[src/rtl/lcd_timing_pkg.sv]
// Shared constants, state encoding and coordinate widths for the 480x272 LCD raster.
// Imported by the timing generator, its interface and the consumers of its coordinates.
package lcd_timing_pkg;

  localparam int DEF_H_SYNC   = 4;
  localparam int DEF_H_BP     = 43;
  localparam int DEF_H_ACTIVE = 480;
  localparam int DEF_H_FP     = 8;
  localparam int DEF_V_SYNC   = 4;
  localparam int DEF_V_BP     = 12;
  localparam int DEF_V_ACTIVE = 272;
  localparam int DEF_V_FP     = 8;

  localparam int X_W = 10;
  localparam int Y_W = 9;
  localparam int H_CNT_MAX = 1 << X_W;
  localparam int V_CNT_MAX = 1 << Y_W;

  function automatic int line_total(input int sync, input int bp, input int act, input int fp);
    return sync + bp + act + fp;
  endfunction

  localparam int DEF_H_TOTAL = line_total(DEF_H_SYNC, DEF_H_BP, DEF_H_ACTIVE, DEF_H_FP);
  localparam int DEF_V_TOTAL = line_total(DEF_V_SYNC, DEF_V_BP, DEF_V_ACTIVE, DEF_V_FP);

  typedef enum logic [1:0] {
    WAIT_LOCK = 2'd0,
    SETTLE    = 2'd1,
    RUN       = 2'd2
  } state_e;

endpackage

[src/rtl/lcd_timing_gen_if.sv]
// Raster timing bundle: PLL lock in, sync/DE/coordinates/strobes out.
// master = timing generator, slave = renderer and pin drivers (observe only).
interface lcd_timing_gen_if;
  import lcd_timing_pkg::*;

  logic           pll_lock;
  logic           hsync;
  logic           vsync;
  logic           de;
  logic [X_W-1:0] px_x;
  logic [Y_W-1:0] px_y;
  logic           line_start;
  logic           frame_start;
  logic           running;

  modport master (
    input  pll_lock,
    output hsync, vsync, de, px_x, px_y, line_start, frame_start, running
  );

  modport slave (
    input pll_lock, hsync, vsync, de, px_x, px_y, line_start, frame_start, running
  );

endinterface

[src/rtl/sync_2ff.sv]
// Two-flop synchronizer for asynchronous level inputs; 2-cycle latency, no flow control.
// Both stages clear to 0 on synchronous reset.
module sync_2ff #(
  parameter int W = 1
) (
  input  logic         clk,
  input  logic         rst,
  input  logic [W-1:0] i_d,
  output logic [W-1:0] o_q
);

  logic [W-1:0] r_meta;
  logic [W-1:0] r_sync;

  always_ff @(posedge clk) begin
    if (rst) begin
      r_meta <= '0;
      r_sync <= '0;
    end else begin
      r_meta <= i_d;
      r_sync <= r_meta;
    end
  end

  assign o_q = r_sync;

endmodule

[src/rtl/lcd_timing_gen.sv]
// LCD raster timing generator: waits for PLL lock plus a settle interval, then scans frames.
// Outputs are registered from the previous cycle's counters (1-clock latency); no backpressure.
module lcd_timing_gen
  import lcd_timing_pkg::*;
#(
  parameter int H_SYNC        = DEF_H_SYNC,
  parameter int H_BP          = DEF_H_BP,
  parameter int H_ACTIVE      = DEF_H_ACTIVE,
  parameter int H_FP          = DEF_H_FP,
  parameter int V_SYNC        = DEF_V_SYNC,
  parameter int V_BP          = DEF_V_BP,
  parameter int V_ACTIVE      = DEF_V_ACTIVE,
  parameter int V_FP          = DEF_V_FP,
  parameter bit SYNC_POL      = 1'b0,
  parameter int SETTLE_CYCLES = 1024
) (
  input logic              clk,
  input logic              rst,
  lcd_timing_gen_if.master bus
);

  localparam int H_TOTAL = line_total(H_SYNC, H_BP, H_ACTIVE, H_FP);
  localparam int V_TOTAL = line_total(V_SYNC, V_BP, V_ACTIVE, V_FP);
  localparam int SET_W   = (SETTLE_CYCLES > 1) ? $clog2(SETTLE_CYCLES) : 1;

  localparam logic [X_W-1:0] H_LAST    = X_W'(H_TOTAL - 1);
  localparam logic [X_W-1:0] H_SYNC_E  = X_W'(H_SYNC);
  localparam logic [X_W-1:0] H_ACT_BEG = X_W'(H_SYNC + H_BP);
  localparam logic [X_W-1:0] H_ACT_END = X_W'(H_SYNC + H_BP + H_ACTIVE - 1);
  localparam logic [Y_W-1:0] V_LAST    = Y_W'(V_TOTAL - 1);
  localparam logic [Y_W-1:0] V_SYNC_E  = Y_W'(V_SYNC);
  localparam logic [Y_W-1:0] V_ACT_BEG = Y_W'(V_SYNC + V_BP);
  localparam logic [Y_W-1:0] V_ACT_END = Y_W'(V_SYNC + V_BP + V_ACTIVE - 1);
  localparam logic [SET_W-1:0] SET_LAST = SET_W'(SETTLE_CYCLES - 1);

  if (H_TOTAL > H_CNT_MAX || V_TOTAL > V_CNT_MAX || SETTLE_CYCLES < 1) begin : g_param_check
    $fatal(1, "lcd_timing_gen: raster totals exceed counter widths or settle interval is empty");
  end

  logic             w_lock_s;
  state_e           r_state, w_state_nxt;
  logic [X_W-1:0]   r_h_cnt, w_h_nxt;
  logic [Y_W-1:0]   r_v_cnt, w_v_nxt;
  logic [SET_W-1:0] r_settle_cnt, w_settle_nxt;

  logic           r_hsync, r_vsync, r_de, r_line_start, r_frame_start, r_running;
  logic [X_W-1:0] r_px_x;
  logic [Y_W-1:0] r_px_y;
  logic           w_h_act, w_v_act, w_run_ok;

  sync_2ff #(.W(1)) u_lock_sync (
    .clk (clk),
    .rst (rst),
    .i_d (bus.pll_lock),
    .o_q (w_lock_s)
  );

  always_ff @(posedge clk) begin
    if (rst) begin
      r_state      <= WAIT_LOCK;
      r_h_cnt      <= '0;
      r_v_cnt      <= '0;
      r_settle_cnt <= '0;
    end else begin
      r_state      <= w_state_nxt;
      r_h_cnt      <= w_h_nxt;
      r_v_cnt      <= w_v_nxt;
      r_settle_cnt <= w_settle_nxt;
    end
  end

  always_comb begin
    w_state_nxt  = r_state;
    w_h_nxt      = r_h_cnt;
    w_v_nxt      = r_v_cnt;
    w_settle_nxt = r_settle_cnt;
    case (r_state)
      WAIT_LOCK: begin
        w_h_nxt      = '0;
        w_v_nxt      = '0;
        w_settle_nxt = '0;
        if (w_lock_s) w_state_nxt = SETTLE;
      end
      SETTLE: begin
        if (!w_lock_s) begin
          w_state_nxt  = WAIT_LOCK;
          w_settle_nxt = '0;
        end else if (r_settle_cnt == SET_LAST) begin
          w_state_nxt  = RUN;
          w_settle_nxt = '0;
          w_h_nxt      = '0;
          w_v_nxt      = '0;
        end else begin
          w_settle_nxt = r_settle_cnt + 1'b1;
        end
      end
      RUN: begin
        if (!w_lock_s) begin
          w_state_nxt = WAIT_LOCK;
          w_h_nxt     = '0;
          w_v_nxt     = '0;
        end else if (r_h_cnt == H_LAST) begin
          w_h_nxt = '0;
          w_v_nxt = (r_v_cnt == V_LAST) ? '0 : r_v_cnt + 1'b1;
        end else begin
          w_h_nxt = r_h_cnt + 1'b1;
        end
      end
      default: w_state_nxt = WAIT_LOCK;
    endcase
  end

  // Gating on w_lock_s makes the outputs go quiet on the same edge the FSM leaves RUN.
  assign w_run_ok = (r_state == RUN) && w_lock_s;
  assign w_h_act  = (r_h_cnt >= H_ACT_BEG) && (r_h_cnt <= H_ACT_END);
  assign w_v_act  = (r_v_cnt >= V_ACT_BEG) && (r_v_cnt <= V_ACT_END);

  always_ff @(posedge clk) begin
    if (rst || !w_run_ok) begin
      r_hsync       <= ~SYNC_POL;
      r_vsync       <= ~SYNC_POL;
      r_de          <= 1'b0;
      r_px_x        <= '0;
      r_px_y        <= '0;
      r_line_start  <= 1'b0;
      r_frame_start <= 1'b0;
      r_running     <= 1'b0;
    end else begin
      r_hsync       <= (r_h_cnt < H_SYNC_E) ? SYNC_POL : ~SYNC_POL;
      r_vsync       <= (r_v_cnt < V_SYNC_E) ? SYNC_POL : ~SYNC_POL;
      r_de          <= w_h_act && w_v_act;
      r_px_x        <= w_h_act ? (r_h_cnt - H_ACT_BEG) : '0;
      r_px_y        <= w_v_act ? (r_v_cnt - V_ACT_BEG) : '0;
      r_line_start  <= (r_h_cnt == '0);
      r_frame_start <= (r_h_cnt == '0) && (r_v_cnt == '0);
      r_running     <= 1'b1;
    end
  end

  assign bus.hsync       = r_hsync;
  assign bus.vsync       = r_vsync;
  assign bus.de          = r_de;
  assign bus.px_x        = r_px_x;
  assign bus.px_y        = r_px_y;
  assign bus.line_start  = r_line_start;
  assign bus.frame_start = r_frame_start;
  assign bus.running     = r_running;

endmodule
[src/flat_wrapper.sv]
// flat-port wrapper written by rule: the top's interface ports become plain ports
module lcd_timing_gen_flat import lcd_timing_pkg::*;
#(
  parameter int H_SYNC        = DEF_H_SYNC,
  parameter int H_BP          = DEF_H_BP,
  parameter int H_ACTIVE      = DEF_H_ACTIVE,
  parameter int H_FP          = DEF_H_FP,
  parameter int V_SYNC        = DEF_V_SYNC,
  parameter int V_BP          = DEF_V_BP,
  parameter int V_ACTIVE      = DEF_V_ACTIVE,
  parameter int V_FP          = DEF_V_FP,
  parameter bit SYNC_POL      = 1'b0,
  parameter int SETTLE_CYCLES = 1024
)
  (clk, rst, bus_pll_lock, bus_hsync, bus_vsync, bus_de, bus_px_x, bus_px_y, bus_line_start, bus_frame_start, bus_running);
  lcd_timing_gen_if bus_i ();
  input logic clk;
  input logic rst;
  input wire logic [$bits(bus_i.pll_lock)-1:0] bus_pll_lock;
  output wire logic [$bits(bus_i.hsync)-1:0] bus_hsync;
  output wire logic [$bits(bus_i.vsync)-1:0] bus_vsync;
  output wire logic [$bits(bus_i.de)-1:0] bus_de;
  output wire logic [$bits(bus_i.px_x)-1:0] bus_px_x;
  output wire logic [$bits(bus_i.px_y)-1:0] bus_px_y;
  output wire logic [$bits(bus_i.line_start)-1:0] bus_line_start;
  output wire logic [$bits(bus_i.frame_start)-1:0] bus_frame_start;
  output wire logic [$bits(bus_i.running)-1:0] bus_running;
  assign bus_i.pll_lock = bus_pll_lock;
  assign bus_hsync = bus_i.hsync;
  assign bus_vsync = bus_i.vsync;
  assign bus_de = bus_i.de;
  assign bus_px_x = bus_i.px_x;
  assign bus_px_y = bus_i.px_y;
  assign bus_line_start = bus_i.line_start;
  assign bus_frame_start = bus_i.frame_start;
  assign bus_running = bus_i.running;
  lcd_timing_gen #(.H_SYNC(H_SYNC), .H_BP(H_BP), .H_ACTIVE(H_ACTIVE), .H_FP(H_FP), .V_SYNC(V_SYNC), .V_BP(V_BP), .V_ACTIVE(V_ACTIVE), .V_FP(V_FP), .SYNC_POL(SYNC_POL), .SETTLE_CYCLES(SETTLE_CYCLES)) u_core (.clk(clk), .rst(rst), .bus(bus_i));
endmodule
[config.mk]
export PLATFORM = sky130hd
export DESIGN_NAME = lcd_timing_gen_flat
export DESIGN_NICKNAME = d
export VERILOG_FILES = /design/src/rtl/lcd_timing_pkg.sv /design/src/rtl/lcd_timing_gen_if.sv /design/src/rtl/sync_2ff.sv /design/src/rtl/lcd_timing_gen.sv /design/src/flat_wrapper.sv
export SDC_FILE = /design/constraint.sdc
export NUM_CORES = 1
export LEC_CHECK = 0
export CAP_MARGIN = 20
export CORE_ASPECT_RATIO = 1.1
export CORE_MARGIN = 5
export CORE_UTILIZATION = 56
export CTS_CLUSTER_DIAMETER = 200
export DETAILED_ROUTE_END_ITERATION = 10
export PLACE_DENSITY = 0.79
export SYNTH_ARGS = -nofsm -noshare
export SYNTH_HDL_FRONTEND = slang
export SYNTH_SLANG_ARGS = --single-unit
[constraint.sdc]
create_clock -name clk -period 3.2 [get_ports clk]
set_clock_uncertainty 0.05 [all_clocks]
set_input_delay 0.48 -clock clk [delete_from_list [all_inputs] [get_ports clk]]
set_output_delay 0.48 -clock clk [all_outputs]
set_load 0.01 [all_outputs]
==> metrics, run 1 <==
Synth top cells by count=dfxtp_1 (58), nor2_1 (48), nand2_1 (22); # port buffers=27; Final Hold Viols=0; Leakage=1.17 nW; register area=0.00116 mm2; DRT Wirelength=5.33 mm; vias after detailed routing=2178; first-pass GRT wire length=9.33 mm; Yosys top cell by area=dfxtp_1; Initial Util=57.2%; pin count of the biggest net entering global routing=27; average vias per placed instance=5.61; die area=0.00616 mm2; syn_nets=313; multi-input logic area=0.00135 mm2; Clk pin slew, worst setup/hold paths=60 ps; Critical Path RT=3420 ps; most frequent cell after synthesis=dfxtp_1; Avg Cell Area, Syn=8.78 um2; core area=0.00459 mm2; DP HPWL=3.65 mm; Worst Path Arrival=2550 ps; library cells used by synthesis=52; Max IR drop VDD=0.336 mV; drt drc=0; Post-CTS Repair Setup Buffers=0; Skew-Pair Late Insertion Delay=340 ps; type of the worst setup path=flop to flop; power per cell area=453 mW/mm2; drt pass-1 iters=4; area grow syn2layout=19.7%; I/O pin count=28; Synth warnings=0; CTS tree=built; Setup TNS=0 ps; GPL Wtd Cong=0.876; share of layout cells above drive strength 1=7.83%; vias in the first global route=2065; status=complete, no violations; Fmax=430 MHz; H-Tree Level Count=3; Post-synth EDFFs=0; Synth Flop Type=dfxtp_1; Final setup viols=0; initial antenna violation count=0; Die W=75.3 um; final max-slew violation count=0; crit end category=flop; gr usage total=19.7%; CP Max Fanout=9; CP Launch Type=flop; num rows=26; worst slew pin tran=642 ps; Syn Inst Count=299; async set or reset register ratio after synthesis=0%; fillers=363; Period minus WS final=2320 ps; Max-Cap Viols=0; Yosys top cell area share=44.2%; Hold Path Class=flop to flop; post-CTS resize count=0; Final ANT Viol Nets=0; CTS Buffer Depth=2; die height=81.8 um; Final Cycle Share=72.6%; Seq/Total Area, Yosys=44.2%; root buffer cell=clkbuf_8; netlist area before placement=0.00263 mm2; Slew HR=57.1%; #FFs+latches synth=58; # nets final=341; Routed WL per cell=13.7 um; clock tree sinks=58; Iteration-0 DRC Markers=157; CTS Buf Count=9; Area contributors post-synth=dfxtp_1 (44%), nor2_1 (6.9%), ha_1 (5.2%); GR Overflow Total=0; fin util=68.5%; RSZ-0062 raised after global routing=false; cts hold-fix bufs=0; number of diodes=0
## per-layer routing
layer	GRT usage, %	share of wire [%]
met4	11.0	1.6
met5	0	0
met3	6.00	6.1
met2	28.9	47
met1	25.5	45
## layout make-up
| class | count | area share, % |
|---|---|---|
| Inverter | 12 | 1.43 |
| Clock inverter | 5 | 1.67 |
| Sequential cell | 58 | 37.0 |
| Multi-Input combinational cell | 214 | 43.1 |
| Timing Repair Buffer | 32 | 9.80 |
| Tap cell | 56 | 2.23 |
| Clock buffer | 11 | 4.82 |
## per-stage QoR
step,setup slack (ps),area (um2),hold WS [ps],std cells,power (W)
6_report,877,3140,391,388,0.00142
5_1_grt,718,3140,410,388,0.00148
4_1_cts,869,3140,392,388,0.00144
3_5_place_dp,888,2940,378,372,0.000755
3_3_place_gp,948,2940,367,372,0.000755
2_1_floorplan,995,2630,364,299,0.000749
## sequential cells by signal, summed over array words and instances, names as in the netlist
register / flops
u_core.bus.px_x: 10
u_core.r_h_cnt: 10
u_core.r_settle_cnt: 10
u_core.bus.px_y: 9
u_core.r_v_cnt: 9
u_core.r_state: 2
u_core.bus.de: 1
u_core.bus.frame_start: 1
u_core.bus.hsync: 1
u_core.bus.line_start: 1
u_core.bus.running: 1
u_core.bus.vsync: 1
u_core.u_lock_sync.o_q: 1
u_core.u_lock_sync.r_meta: 1
## path summary, 6_finish.rpt
path                        startpoint  cells after the start                      to  slack (ps)
min          u_core.u_lock_sync.r_meta                      1  u_core.u_lock_sync.o_q         390
min reg2reg  u_core.u_lock_sync.r_meta                      1  u_core.u_lock_sync.o_q         390
max reg2reg          u_core.r_v_cnt[4]                      7       u_core.r_v_cnt[3]         880
max                  u_core.r_v_cnt[4]                      7       u_core.r_v_cnt[3]         880
## where the power goes
group	total (W)	internal, W	switching, W
clock	0.000683	0.000397	0.000286
combinational	0.0000143	0.00000538	0.00000894
sequential	0.000725	0.000723	0.00000136
## kinds of logic after synthesis
| family | Yosys count | share of synthesized area [%] |
|---|---|---|
| buffers and inverters | 27 | 4.19 |
| and+or+nand+nor | 131 | 24.9 |
| AOI/OAI and AO/OA | 52 | 14.6 |
| DFF | 58 | 44.2 |
| muxes | 3 | 1.14 |
| xor gates and xnor gates | 17 | 5.67 |
| adders and majority gates | 11 | 5.24 |
## placed cells by master, fill, tap and decap left out, types with 7 or more instances in the layout
cell / count
clkdlybuf4s50_1: 27
xor2_1: 10
a21oi_1: 15
nand2_1: 22
xnor2_1: 7
clkbuf_8: 11
nor2_1: 48
ha_1: 11
nor3_1: 11
inv_1: 12
o21ai_0: 8
nor2b_1: 8
dfxtp_1: 58
nand3_1: 9
## critical path: stages (launching register included)
cell and delay, ps:
dfxtp_1 460, inv_1 130, ha_1 210, and3_1 160, a41o_1 310, nand3b_2 300, or4_1 490, a21oi_1 150
(Power assumes the default switching activity.)
==> run 2, diff against run 1 <==
Settings changed: CORE_UTILIZATION 56 to 50, PLACE_DENSITY 0.79 to 0.75.
Clock period 3.2 ns to 2.09 ns, I/O delays scaled along.
==> run 2 against run 1 <==
- clock-buffer cell count down 2
- routed wire length up 5.3%
- worst setup slack worse by 850 ps
- register-to-register slack worse by 850 ps
- combinational power up 63%
- via count up 5.0%
- sequential power up 53%
- sequential share of layout area down 2.1 points
- utilization down 2.8 points
- die area up 10%
- critical endpoint unchanged
- largest cell class unchanged
==> metrics, run 2 (same netlist as run 1, synthesis figures left out) <==
status=complete, no violations; # port buffers=27 (unchanged); Final Hold Viols=0 (unchanged); vias in the first global route=2256 (+9.2%); Initial Util=51.8% (-5.4 points); M1 wire length=2.53 mm (+4.5%); Max-Cap Viols=0 (unchanged); GPL Wtd Cong=0.860 (-1.8%); multi-input logic area=0.00137 mm2 (+1.2%); number of diodes=0 (unchanged); Iteration-0 DRC Markers=160 (+1.9%); CP Launch Type=flop; CP Max Fanout=7 (-2); Final setup viols=0 (unchanged); share of layout cells above drive strength 1=14.9% (+7.1 points); final max-slew violation count=0 (unchanged); Post-CTS Repair Setup Buffers=0 (unchanged); root buffer cell=clkbuf_8; Slew HR=75.3% (+18 points); Skew-Pair Late Insertion Delay=340 ps (about the same); vias after detailed routing=2287 (+5.0%); CTS Buffer Depth=2 (unchanged); RSZ-0062 raised after global routing=true; Final Power=0.00214 W (+50%); cts hold-fix bufs=0 (unchanged); GR Overflow Total=0 (unchanged); gr usage total=18.2% (-1.6 points); clock tree sinks=58 (unchanged); die height=86.0 um (+5.1%); first-pass GRT wire length=9.87 mm (+5.8%); crit end category=flop; average vias per placed instance=5.52 (-1.6%); most common cell after layout, fill and taps aside=dfxtp_1; met3 routed WL=249 um (-23%); Max IR drop VDD=0.521 mV (+55%); Layout Cells excl Fill=414 (+6.7%); Period minus WS final=2060 ps (-261 ps); Routed WL per cell=13.6 um (-1.3%); wire length on met2=2.75 mm (+9.8%); Fin Hold WS=410 ps (+19.2 ps); pin count of the biggest net entering global routing=27 (unchanged); drt drc=0 (unchanged); Clk pin slew, worst setup/hold paths=70 ps (about the same); CTS Buf Count=9 (unchanged); worst slew pin tran=367 ps (-275 ps); Setup TNS=0 ps (unchanged); Hold Path Class=flop to flop; area grow syn2layout=26.9%; top sig layer=met4; post-CTS resize count=0 (unchanged); Final Cycle Share=98.7% (+26 points); Fmax=485 MHz (+13%); core area=0.00507 mm2 (+10%); Die W=79.1 um (+5.1%); DRT Wirelength=5.62 mm (+5.3%); type of the worst setup path=flop to flop; num rows=27 (+3.8%); Leakage=1.29 nW (+9.7%); drt pass-1 iters=4 (unchanged); I/O pin count=28 (unchanged); Critical Path RT=2310 ps (-1110 ps); die area=0.00680 mm2 (+10%); DP HPWL=3.90 mm (+6.8%); initial antenna violation count=0 (unchanged); H-Tree Level Count=3 (unchanged); power per cell area=641 mW/mm2 (+42%); Final ANT Viol Nets=0 (unchanged); number of instances in the placed design=398 (+7.0%); register area=0.00116 mm2 (+0.11%); commonest cells after routing, fill and taps aside=dfxtp_1 (57), nor2_1 (47), buf_4 (29); # nets final=365 (+7.0%); Worst Path Arrival=2280 ps (-270 ps); fillers=433 (+19%); CTS tree=built
==> run 2: changes by cell type in the layout (fill, tap and decap cells not counted), sizes merged <==
cell      delta
clkbuf       -2
clkinvlp     +1
buf         +24
inv          +1
==> run 2: report_power, final <==
part | total [W] | switching (W) | internal [W]
registers | 0.00111 | 0.00000227 | 0.00111
clock network | 0.00100 | 0.000456 | 0.000547
logic | 0.0000233 | 0.0000144 | 0.00000891
==> run 2: worst max-delay path: stages (launching register included) <==
cell and delay, ps:
dfxtp_1 310, or4_4 570, o41ai_4 260, nand3b_2 180, or4_1 490, a21oi_1 140
==> run 2: routing by layer <==
layer / global-route usage, % / vias to the layer above
met4: 8.91 / 0
li1: - / 1155
met3: 5.25 / 7
met2: 30.6 / 49
met1: 20.9 / 1076
met5: 0 / -
==> run 2: layout make-up <==
| type | instances | share of cell area [%] |
|---|---|---|
| Tap cell | 58 | 2.18 |
| Sequential cell | 58 | 34.9 |
| Clock buffer | 9 | 3.72 |
| Multi-Input combinational cell | 214 | 41.1 |
| Timing Repair Buffer | 56 | 14.7 |
| Clock inverter | 7 | 2.07 |
| Inverter | 12 | 1.35 |
==> run 2: path summary, 6_finish.rpt <==
path / slack, ps / from / cells past startpoint / to
worst max-delay path: 30 / u_core.r_h_cnt[5] / 5 / u_core.r_v_cnt[3]
worst min-delay path: 410 / u_core.u_lock_sync.r_meta / 1 / u_core.u_lock_sync.o_q
worst max register to register: 30 / u_core.r_h_cnt[5] / 5 / u_core.r_v_cnt[3]
worst min register to register: 410 / u_core.u_lock_sync.r_meta / 1 / u_core.u_lock_sync.o_q
==> run 2: stage by stage <==
step           utilization (%)  setup WS [ps]  cell area, um2
2_1_floorplan                -           2.45            2630
3_3_place_gp              61.6           49.3            3120
3_5_place_dp              61.6           33.6            3120
4_1_cts                   65.4           13.8            3310
5_1_grt                   65.7          -73.9            3330
6_report                  65.7           27.6            3330
